--- src/rtl/star_sched_if.sv ---
// Star controller bus: position configuration writes and the renderer's
// random-access query port. The controller side uses the slave modport.
interface star_sched_if;
  logic       cfg_we;
  logic [3:0] cfg_idx;
  logic [9:0] cfg_x;
  logic [9:0] cfg_y;
  logic [3:0] rd_idx;
  logic [9:0] rd_x;
  logic [9:0] rd_y;
  logic       rd_en;

  modport master (
    output cfg_we, cfg_idx, cfg_x, cfg_y, rd_idx,
    input  rd_x, rd_y, rd_en
  );

  modport slave (
    input  cfg_we, cfg_idx, cfg_x, cfg_y, rd_idx,
    output rd_x, rd_y, rd_en
  );
endinterface

--- src/rtl/star_sched.sv ---
// star_sched: star-collectible controller. Holds world positions for
// NUM_STARS stars and time-shares a single character/star overlap comparator,
// sweeping one star per clock after each frame tick. Tracks the collected
// bitmap and count, and serves per-star screen position/visibility to the
// renderer through a combinational query port.
// Optional feature: define STAR_RESPAWN_EN to build a frame-tick counter that
// respawns all stars RESPAWN_FRAMES ticks after the last one is collected.
module star_sched #(
  parameter int NUM_STARS      = 8,
  parameter int STAR_SIZE      = 12,
  parameter int CHAR_SIZE      = 12,
  parameter int RESPAWN_FRAMES = 120
) (
  input  logic                 sys_clk,
  input  logic                 RST_N,
  input  logic [9:0]           char_X,
  input  logic [9:0]           char_Y,
  input  logic [9:0]           bg_pos,
  input  logic                 frame_tick,
  input  logic                 level_rst,
  star_sched_if.slave          bus,
  output logic [NUM_STARS-1:0] collected,
  output logic [4:0]           star_count,
  output logic                 collect_pulse,
  output logic [3:0]           collect_idx,
  output logic                 all_collected,
  output logic                 busy,
  output logic                 overrun
);

  typedef enum logic {IDLE, SCAN} state_t;

  state_t         state_q, state_d;
  logic [3:0]     idx_q, idx_d;
  logic           start_sweep;
  logic           eval_star;
  logic [9:0]     cx_q, cy_q;
  logic [9:0]     pos_x [NUM_STARS];
  logic [9:0]     pos_y [NUM_STARS];
  logic [9:0]     cur_x, cur_y;
  logic           cur_coll;
  logic [NUM_STARS-1:0] hit_mask;
  logic           overlap;
  logic           hit;
  logic           respawn_hit;

`ifdef STAR_RESPAWN_EN
  logic [15:0]    resp_cnt;

  // Respawn fires on the RESPAWN_FRAMES-th tick seen while every star is collected.
  assign respawn_hit = frame_tick && all_collected && !level_rst &&
                       (resp_cnt == 16'(RESPAWN_FRAMES - 1));

  // Count frame ticks while all stars are collected; restart whenever that ends.
  always_ff @(posedge sys_clk or negedge RST_N) begin
    if (!RST_N) begin
      resp_cnt <= '0;
    end else if (level_rst || !all_collected || respawn_hit) begin
      resp_cnt <= '0;
    end else if (frame_tick) begin
      resp_cnt <= resp_cnt + 16'd1;
    end
  end
`else
  assign respawn_hit = 1'b0;
`endif

  // FSM state, sweep index and latched character position.
  always_ff @(posedge sys_clk or negedge RST_N) begin
    if (!RST_N) begin
      state_q <= IDLE;
      idx_q   <= '0;
      cx_q    <= '0;
      cy_q    <= '0;
    end else begin
      state_q <= state_d;
      idx_q   <= idx_d;
      if (start_sweep) begin
        cx_q <= char_X;
        cy_q <= char_Y;
      end
    end
  end

  // Next-state logic; level_rst aborts the sweep and blocks any evaluation.
  always_comb begin
    state_d     = state_q;
    idx_d       = idx_q;
    start_sweep = 1'b0;
    eval_star   = 1'b0;
    if (level_rst) begin
      state_d = IDLE;
      idx_d   = '0;
    end else begin
      case (state_q)
        IDLE: begin
          if (frame_tick && !respawn_hit) begin
            state_d     = SCAN;
            idx_d       = '0;
            start_sweep = 1'b1;
          end
        end
        SCAN: begin
          eval_star = 1'b1;
          if (idx_q == 4'(NUM_STARS - 1)) begin
            state_d = IDLE;
            idx_d   = '0;
          end else begin
            idx_d = idx_q + 4'd1;
          end
        end
        default: state_d = IDLE;
      endcase
    end
  end

  // Select the star under evaluation for the shared comparator.
  always_comb begin
    cur_x    = '0;
    cur_y    = '0;
    cur_coll = 1'b0;
    hit_mask = '0;
    for (int i = 0; i < NUM_STARS; i++) begin
      if (idx_q == 4'(i)) begin
        cur_x       = pos_x[i];
        cur_y       = pos_y[i];
        cur_coll    = collected[i];
        hit_mask[i] = 1'b1;
      end
    end
  end

  // Box overlap in 11 bits so the size additions never wrap; touching counts.
  assign overlap = ({1'b0, cx_q} + 11'(CHAR_SIZE) >= {1'b0, cur_x}) &&
                   ({1'b0, cx_q} <= {1'b0, cur_x} + 11'(STAR_SIZE)) &&
                   ({1'b0, cy_q} + 11'(CHAR_SIZE) >= {1'b0, cur_y}) &&
                   ({1'b0, cy_q} <= {1'b0, cur_y} + 11'(STAR_SIZE));

  assign hit  = eval_star && overlap && !cur_coll;
  assign busy = (state_q == SCAN);

  // Star position table; writes beyond NUM_STARS match no entry and are dropped.
  always_ff @(posedge sys_clk or negedge RST_N) begin
    if (!RST_N) begin
      for (int i = 0; i < NUM_STARS; i++) begin
        pos_x[i] <= 10'(40 + 48 * i);
        pos_y[i] <= 10'd56;
      end
    end else if (bus.cfg_we) begin
      for (int i = 0; i < NUM_STARS; i++) begin
        if (bus.cfg_idx == 4'(i)) begin
          pos_x[i] <= bus.cfg_x;
          pos_y[i] <= bus.cfg_y;
        end
      end
    end
  end

  // Collection state; level_rst beats both respawn and a same-cycle hit.
  always_ff @(posedge sys_clk or negedge RST_N) begin
    if (!RST_N) begin
      collected     <= '0;
      star_count    <= '0;
      collect_pulse <= 1'b0;
      collect_idx   <= '0;
      all_collected <= 1'b0;
    end else if (level_rst) begin
      collected     <= '0;
      star_count    <= '0;
      collect_pulse <= 1'b0;
      all_collected <= 1'b0;
    end else if (respawn_hit) begin
      collected     <= '0;
      star_count    <= '0;
      collect_pulse <= 1'b0;
      all_collected <= 1'b0;
    end else begin
      collect_pulse <= hit;
      all_collected <= &collected;
      if (hit) begin
        collected   <= collected | hit_mask;
        star_count  <= star_count + 5'd1;
        collect_idx <= idx_q;
      end
    end
  end

  // Sticky flag for a frame tick that lands while a sweep is still running.
  always_ff @(posedge sys_clk or negedge RST_N) begin
    if (!RST_N) begin
      overrun <= 1'b0;
    end else if (frame_tick && state_q == SCAN) begin
      overrun <= 1'b1;
    end
  end

  // Render query: screen x wraps modulo 1024; out-of-range index reads as zero.
  always_comb begin
    bus.rd_x  = '0;
    bus.rd_y  = '0;
    bus.rd_en = 1'b0;
    for (int i = 0; i < NUM_STARS; i++) begin
      if (bus.rd_idx == 4'(i)) begin
        bus.rd_x  = pos_x[i] - bg_pos;
        bus.rd_y  = pos_y[i];
        bus.rd_en = !collected[i];
      end
    end
  end

endmodule

--- src/flat_wrapper.sv ---
// flat-port wrapper written by rule: the top's interface ports become plain ports
module star_sched_flat 
#(
  parameter int NUM_STARS      = 8,
  parameter int STAR_SIZE      = 12,
  parameter int CHAR_SIZE      = 12,
  parameter int RESPAWN_FRAMES = 120
)
  (sys_clk, RST_N, char_X, char_Y, bg_pos, frame_tick, level_rst, collected, star_count, collect_pulse, collect_idx, all_collected, busy, overrun, bus_cfg_we, bus_cfg_idx, bus_cfg_x, bus_cfg_y, bus_rd_idx, bus_rd_x, bus_rd_y, bus_rd_en);
  star_sched_if bus_i ();
  input  logic sys_clk;
  input  logic RST_N;
  input  logic [9:0] char_X;
  input  logic [9:0] char_Y;
  input  logic [9:0] bg_pos;
  input  logic frame_tick;
  input  logic level_rst;
  output logic [NUM_STARS-1:0] collected;
  output logic [4:0] star_count;
  output logic collect_pulse;
  output logic [3:0] collect_idx;
  output logic all_collected;
  output logic busy;
  output logic overrun;
  input wire logic [$bits(bus_i.cfg_we)-1:0] bus_cfg_we;
  input wire logic [$bits(bus_i.cfg_idx)-1:0] bus_cfg_idx;
  input wire logic [$bits(bus_i.cfg_x)-1:0] bus_cfg_x;
  input wire logic [$bits(bus_i.cfg_y)-1:0] bus_cfg_y;
  input wire logic [$bits(bus_i.rd_idx)-1:0] bus_rd_idx;
  output wire logic [$bits(bus_i.rd_x)-1:0] bus_rd_x;
  output wire logic [$bits(bus_i.rd_y)-1:0] bus_rd_y;
  output wire logic [$bits(bus_i.rd_en)-1:0] bus_rd_en;
  assign bus_i.cfg_we = bus_cfg_we;
  assign bus_i.cfg_idx = bus_cfg_idx;
  assign bus_i.cfg_x = bus_cfg_x;
  assign bus_i.cfg_y = bus_cfg_y;
  assign bus_i.rd_idx = bus_rd_idx;
  assign bus_rd_x = bus_i.rd_x;
  assign bus_rd_y = bus_i.rd_y;
  assign bus_rd_en = bus_i.rd_en;
  star_sched #(.NUM_STARS(NUM_STARS), .STAR_SIZE(STAR_SIZE), .CHAR_SIZE(CHAR_SIZE), .RESPAWN_FRAMES(RESPAWN_FRAMES)) u_core (.sys_clk(sys_clk), .RST_N(RST_N), .char_X(char_X), .char_Y(char_Y), .bg_pos(bg_pos), .frame_tick(frame_tick), .level_rst(level_rst), .bus(bus_i), .collected(collected), .star_count(star_count), .collect_pulse(collect_pulse), .collect_idx(collect_idx), .all_collected(all_collected), .busy(busy), .overrun(overrun));
endmodule
--- config.mk ---
export PLATFORM = sky130hd
export DESIGN_NAME = star_sched_flat
export DESIGN_NICKNAME = d
export VERILOG_FILES = /design/src/rtl/star_sched_if.sv /design/src/rtl/star_sched.sv /design/src/flat_wrapper.sv
export SDC_FILE = /design/constraint.sdc
export NUM_CORES = 1
export LEC_CHECK = 0
export ABC_AREA = 1
export CAP_MARGIN = 20
export CELL_PAD_IN_SITES_DETAIL_PLACEMENT = 2
export CELL_PAD_IN_SITES_GLOBAL_PLACEMENT = 2
export CORE_UTILIZATION = 38
export DETAILED_ROUTE_END_ITERATION = 10
export GPL_ROUTABILITY_DRIVEN = 0
export PLACE_DENSITY_LB_ADDON = 0.1
export SYNTH_ARGS = -nofsm -noshare
export SYNTH_HDL_FRONTEND = slang
export SYNTH_SLANG_ARGS = --single-unit
--- constraint.sdc ---
create_clock -name sys_clk -period 6.8 [get_ports sys_clk]
set_input_delay 0.68 -clock sys_clk [delete_from_list [all_inputs] [get_ports sys_clk]]
set_output_delay 0.68 -clock sys_clk [all_outputs]
set_load 0.005 [all_outputs]
==> out/results.md, run 1 <==
• **Die H** 200 µm
• **final worst-path cycle share** 77.7%
• **Distinct cells, synth** 53
• **outcome** completed
• **post-route worst hold slack** 112 ps
• **Resized cells post-CTS** 0
• **worst-case vdd ir drop** 0.162 mV
• **Worst Path Class, Setup** reg -> reg
• **final-layout setup total negative slack** 0 ps
• **post-layout min period** 5280 ps
• **GRT busiest layer** met2
• **met1 track utilization from global routing** 42.4%
• **cell area power density** 284 nW/µm²
• **Avg Inst Size Synth** 7.34 µm²
• **met2 usage in global routing** 52.4%
• **# Max-Cap Violations** 0
• **setup repair after global routing missed its margin** false
• **routed len/inst** 23.2 µm
• **global-route usage over all layers** 31.2%
• **global-route wire length before repair** 94.7 mm
• **number of top-level design ports** 105
• **detailed-route wire length** 61.4 mm
• **fraction of final layout cells sized beyond drive strength 1** 7.86%
• **Syn Inst Count** 2029
• **TritonCTS clock tree** built
• **Slew Viols, Final** 0
• **fmax** 0.189 GHz
• **most area-hungry cell type in the Yosys netlist** dfrtp_1
• **required time reported for the critical path endpoint** 7290 ps
• **number of input and output port buffers inserted** 104
• **Post-Synthesis Cell Area** 14900 µm²
• **Data arrival, critical path** 5770 ps
• **initial antenna violation count** 0
• **share of the core filled with cells** 44.5%
• **RR Startpoint** u_core.idx_q[1]
• **final-report hold violation count** 0
• **horizontal extent of the die** 200 µm
• **detailed-route vias per instance** 5.68
• **remaining number of nets flagged by the antenna check after routing** 0
• **Cell Rows** 72
• **GRT met3 Usage** 3.43%
• **overall die area** 40000 µm²
• **via count of the first global-routing pass** 16201
• **share of synthesized area occupied by flip-flops and latches** 34.9%
• **clock latency reported for the late side of the worst-skew pair** 560 ps
• **worst-case clock skew** 7.74 ps
• **dominant cell by count in the synthesized netlist** nand2_1
• **cell depth of the worst flop-to-flop path** 30
• **Cell Count, Final, Fillers Out** 2643
• **class of the tightest hold or removal check** in -> async
• **CTS sink cnt** 205
• **Setup crit start kind** register
• **Slowest cell on crit path** nor2_4
• **relative slew slack** 39.6%
• **Post-Synthesis Net Count** 2217
• **Filler Cell Count** 4522
• **total grt overflow** 0
• **clock slew seen by the registers of the worst setup and hold paths** 60 ps
• **ys flop type** dfrtp_1
• **instance count after placement with tap cells included** 2597
• **launch point of the critical path** u_core.idx_q[1]
• **maximum fanout along the worst path** 19
• **nets** 2294
• **EDFF count, synth** 0
• **actual transition at the worst max-transition pin** 907 ps
• **standard cell core area** 38600 µm²
• **Critical Path Most Common Cell** nand2_1
• **cell types with the highest counts after synthesis** 552 x nand2_1, 232 x o21ai_0, 208 x inv_1, 155 x dfrtp_1, 136 x nor2_1
• **Clock Root Buffer** clkbuf_16
• **Inserted Clock Buffers** 25
• **Synth top area share** 26.1%
• **Finished Cell Area** 17200 µm²
• **starting density of the core** 38.5%
• **residual DRC count** 0
• **HPWL after DPL** 47.2 mm
• **H-Tree Depth** 1
• **total via count in the routed design** 15005
• **Yosys warning count** 0
• **# setup viols final** 0
• **buffer depth of the longest clock path** 3
• **placed cell areas** 16400 µm²
• **Pleak** 0.00811 µW
• **biggest area contributors in the synthesized netlist** dfrtp_1 26%, nand2_1 14%, ha_1 9.8%, dfstp_2 8.8%, o21ai_0 7.8%
• **hold buffer count at CTS** 0
• **diode insertion count for antenna repair** 0
• **# Post-CTS Setup Buffers** 0
• **P&R area growth vs syn** 15.5%
• **number of DRC markers after the initial detailed-route iteration** 811
• **First-pass DRT Iterations** 5
• **largest net degree at the start of global routing** 87
• **critical path's largest stage delay** 460 ps
• **number of flip-flops and latches in the synthesized netlist** 205
• **async set-or-reset flop fraction in the synthesized netlist** 100%
• **CP endpoint kind** register
[flip-flops by register name (all words and copies together), names as in the netlist]
name / count
u_core.pos_x: 80
u_core.pos_y: 80
u_core.cx_q: 10
u_core.cy_q: 10
u_core.collected: 8
u_core.star_count: 5
u_core.collect_idx: 4
u_core.idx_q: 4
u_core.all_collected: 1
u_core.busy: 1
u_core.collect_pulse: 1
u_core.overrun: 1
[cell usage in the layout, fill, tap and decap left out, types with 8 or more instances in the layout]
master and count:
a21oi_1 113, buf_4 18, clkbuf_16 25, clkdlybuf4s50_1 103, dfrtp_1 155, dfstp_2 50
fa_1 8, ha_1 117, inv_1 208, mux2_2 13, nand2_1 552, nand2_2 9
nand3_1 110, nand3b_1 8, nand4_1 46, nor2_1 136, nor3_1 13, o2111ai_1 11
o211ai_1 16, o21ai_0 232, o21ai_1 9, o221ai_1 11, or2_2 11, xnor2_1 19
xor2_1 41
[critical path: cells and delay by family (launching register included)]
kind            cells  cell delay, ps
buf+inv             4             550
flops               1             410
compound gates      6             840
xor+xnor            1             170
simple gates       16            2390
fa+ha+maj           3             840
[report_power, final]
group	internal, µW	switching, µW	total [µW]
logic	669	1120	1790
registers	1490	254	1750
clock network	758	584	1340
total	2920	1960	4880
[metrics by stage]
step                worst slack, ps  total power (µW)
floorplan                      2920              2820
global placement               1620              3400
detailed placement             1550              3540
CTS                            1530              4900
global route                   1040              5190
finish                         1520              4880
[final cells by class]
cell class / instances / area (µm²) / share of cell area [%]
Multi-Input combinational cell: 1537 / 8570 / 49.8
Inverter: 215 / 807 / 4.69
Clock inverter: 9 / 66.3 / 0.386
Clock buffer: 37 / 741 / 4.31
Sequential cell: 205 / 5190 / 30.2
Tap cell: 518 / 648 / 3.77
Timing Repair Buffer: 122 / 1180 / 6.87
[cells by family after synthesis]
| kind of cell | share of synthesized area [%] |
|---|---|
| simple gates | 26.1 |
| compound gates | 16.0 |
| buf+inv | 7.61 |
| flops | 34.9 |
| fa+ha+maj | 10.9 |
| xor+xnor | 3.53 |
| mux | 0.983 |
[path summary, 6_finish.rpt]
path                                       end  slack, ps
setup / recovery           u_core.collected[3]       1520
hold / removal                u_core.pos_x[17]        110
setup reg to reg           u_core.collected[3]       1520
hold reg to reg                 u_core.overrun        460
max in group asynchronous     u_core.pos_y[67]       5230
min in group sys_clk            u_core.overrun        460
[routing by layer]
metal	vias up	share of wire (%)
met3	89	4.3
met5	-	0
met1	7668	45
met2	320	47
li1	6928	-
met4	0	2.8
No activity file was read; power rests on OpenSTA's default activity.
==> run 2: changes to the inputs <==
CORE_UTILIZATION = 35   (was 38)
clock period = 5.2 ns   (was 6.8 ns; I/O delays follow)
==> out/results.md, run 2 (synthesis gave the netlist of run 1 again) <==
• **Data arrival, critical path** 5210 ps
• **number of top-level design ports** 105
• **number of DRC markers after the initial detailed-route iteration** 866
• **Die H** 208 µm
• **global-route usage over all layers** 28.4%
• **commonest non-fill, non-tap cell in the layout** nand2_1
• **share of the core filled with cells** 41.5%
• **via count of the first global-routing pass** 16096
• **First-pass DRT Iterations** 5
• **M1 wire length** 29.7 mm
• **routed len/inst** 22.9 µm
• **commonest non-fill, non-tap cells in the layout** 550 x nand2_1, 232 x o21ai_0, 208 x inv_1, 155 x dfrtp_1, 136 x nor2_1
• **largest registers** u_core.pos_x x80, u_core.pos_y x80
• **# Max-Cap Violations** 0
• **cell area power density** 375 nW/µm²
• **required time reported for the critical path endpoint** 5640 ps
• **worst-case clock skew** 25.6 ps
• **number of input and output port buffers inserted** 104
• **Worst Path Class, Setup** reg -> reg
• **CTS sink cnt** 205
• **Inserted Clock Buffers** 25
• **TritonCTS clock tree** built
• **final worst-path cycle share** 91.7%
• **initial antenna violation count** 0
• **outcome** completed
• **fmax** 0.210 GHz
• **global-route wire length before repair** 95.3 mm
• **total grt overflow** 0
• **Met3 Routed Length** 1.71 mm
• **starting density of the core** 35.5%
• **class of the tightest hold or removal check** in -> async
• **wire length on met2** 28.7 mm
• **final-report hold violation count** 0
• **CP endpoint kind** register
• **buffer depth of the longest clock path** 3
• **largest net degree at the start of global routing** 105
• **post-route worst hold slack** 114 ps
• **critical path's largest stage delay** 410 ps
• **maximum fanout along the worst path** 14
• **setup slack of the most critical reg-to-reg path** 430 ps
• **Top Metal Used** met4
• **standard cell core area** 41900 µm²
• **cell depth of the worst flop-to-flop path** 30
• **Setup crit start kind** register
• **clock latency reported for the late side of the worst-skew pair** 560 ps
• **Clock Root Buffer** clkbuf_16
• **RR Startpoint** u_core.idx_q[1]
• **P&R area growth vs syn** 17.0%
• **Critical Path Most Common Cell** nand2_1
• **worst-case vdd ir drop** 0.185 mV
• **post-layout min period** 4770 ps
• **fraction of final layout cells sized beyond drive strength 1** 8.51%
• **H-Tree Depth** 1
• **Filler Cell Count** 4890
• **remaining number of nets flagged by the antenna check after routing** 0
• **relative slew slack** 37.5%
• **actual transition at the worst max-transition pin** 935 ps
• **Slowest cell on crit path** dfrtp_1
• **Pleak** 0.00820 µW
• **detailed-route wire length** 61.2 mm
• **detailed-route vias per instance** 5.52
• **Slew Viols, Final** 0
• **Cell Rows** 75
• **overall die area** 43400 µm²
• **diode insertion count for antenna repair** 0
• **# setup viols final** 0
• **residual DRC count** 0
• **r2r endpoint** u_core.collected[5]
• **total via count in the routed design** 14785
• **horizontal extent of the die** 208 µm
• **clock slew seen by the registers of the worst setup and hold paths** 60 ps
• **HPWL after DPL** 47.7 mm
• **nets** 2307
run 2: repair_timing:
item                       4_1_cts  5_1_grt
resized for setup                0        4
setup endpoints to repair        0       17
setup buffers                    0        4
hold buffers                     0        0
run 2: cell type report:
type | instances | area, µm² | area share [%]
multi-input cells | 1537 | 8580 | 49.3
well taps | 539 | 674 | 3.87
clock inverters | 10 | 163 | 0.934
clock buffers | 36 | 717 | 4.12
repair buffers | 135 | 1280 | 7.34
inverters | 215 | 810 | 4.65
flip-flops and latches | 205 | 5190 | 29.8
run 2: worst max path at each step:
stage | from | end | cells past startpoint
after floorplan | u_core.idx_q[0] | u_core.star_count[0] | 31
after global placement | u_core.idx_q[2] | u_core.star_count[0] | 27
after detailed placement | u_core.idx_q[1] | u_core.collected[0] | 27
after CTS | u_core.idx_q[1] | u_core.collected[0] | 27
after global routing | u_core.idx_q[1] | u_core.collected[0] | 30
final | u_core.idx_q[1] | u_core.collected[5] | 30
run 2: power by group:
part / total (µW) / internal, µW / leakage [µW] / switching (µW)
clock: 1910 / 1160 / 0.000424 / 755
combinational: 2330 / 881 / 0.00529 / 1450
sequential: 2290 / 1950 / 0.00249 / 338
total: 6530 / 3990 / 0.00820 / 2540
run 2: metal layers:
metal	vias to the layer above	GRT usage (%)
li1	6948	-
met1	7534	40.3
met2	242	47.2
met3	61	2.49
met4	0	5.75
met5	-	0
run 2: per-stage QoR:
step	setup slack (ps)	std cells	TNS, ps	total power (µW)	area, µm²
3_3_place_gp	600	2627	0	4470	16500
2_1_floorplan	1320	2029	0	3680	14900
4_1_cts	252	2673	0	6580	17400
6_report	432	2677	0	6530	17400
5_1_grt	-2.64	2677	-2.64	6970	17400
3_5_place_dp	281	2627	0	4620	16500
run 2: worst max-delay path, delay by kind of cell (launching register included):
kind	cells	cell delay, ps
adder cells (fa/ha/maj)	3	870
buffers and inverters	4	440
AO/OA/AOI/OAI	3	430
AND/OR/NAND/NOR	19	2410
XOR/XNOR	1	90
flip-flops	1	410
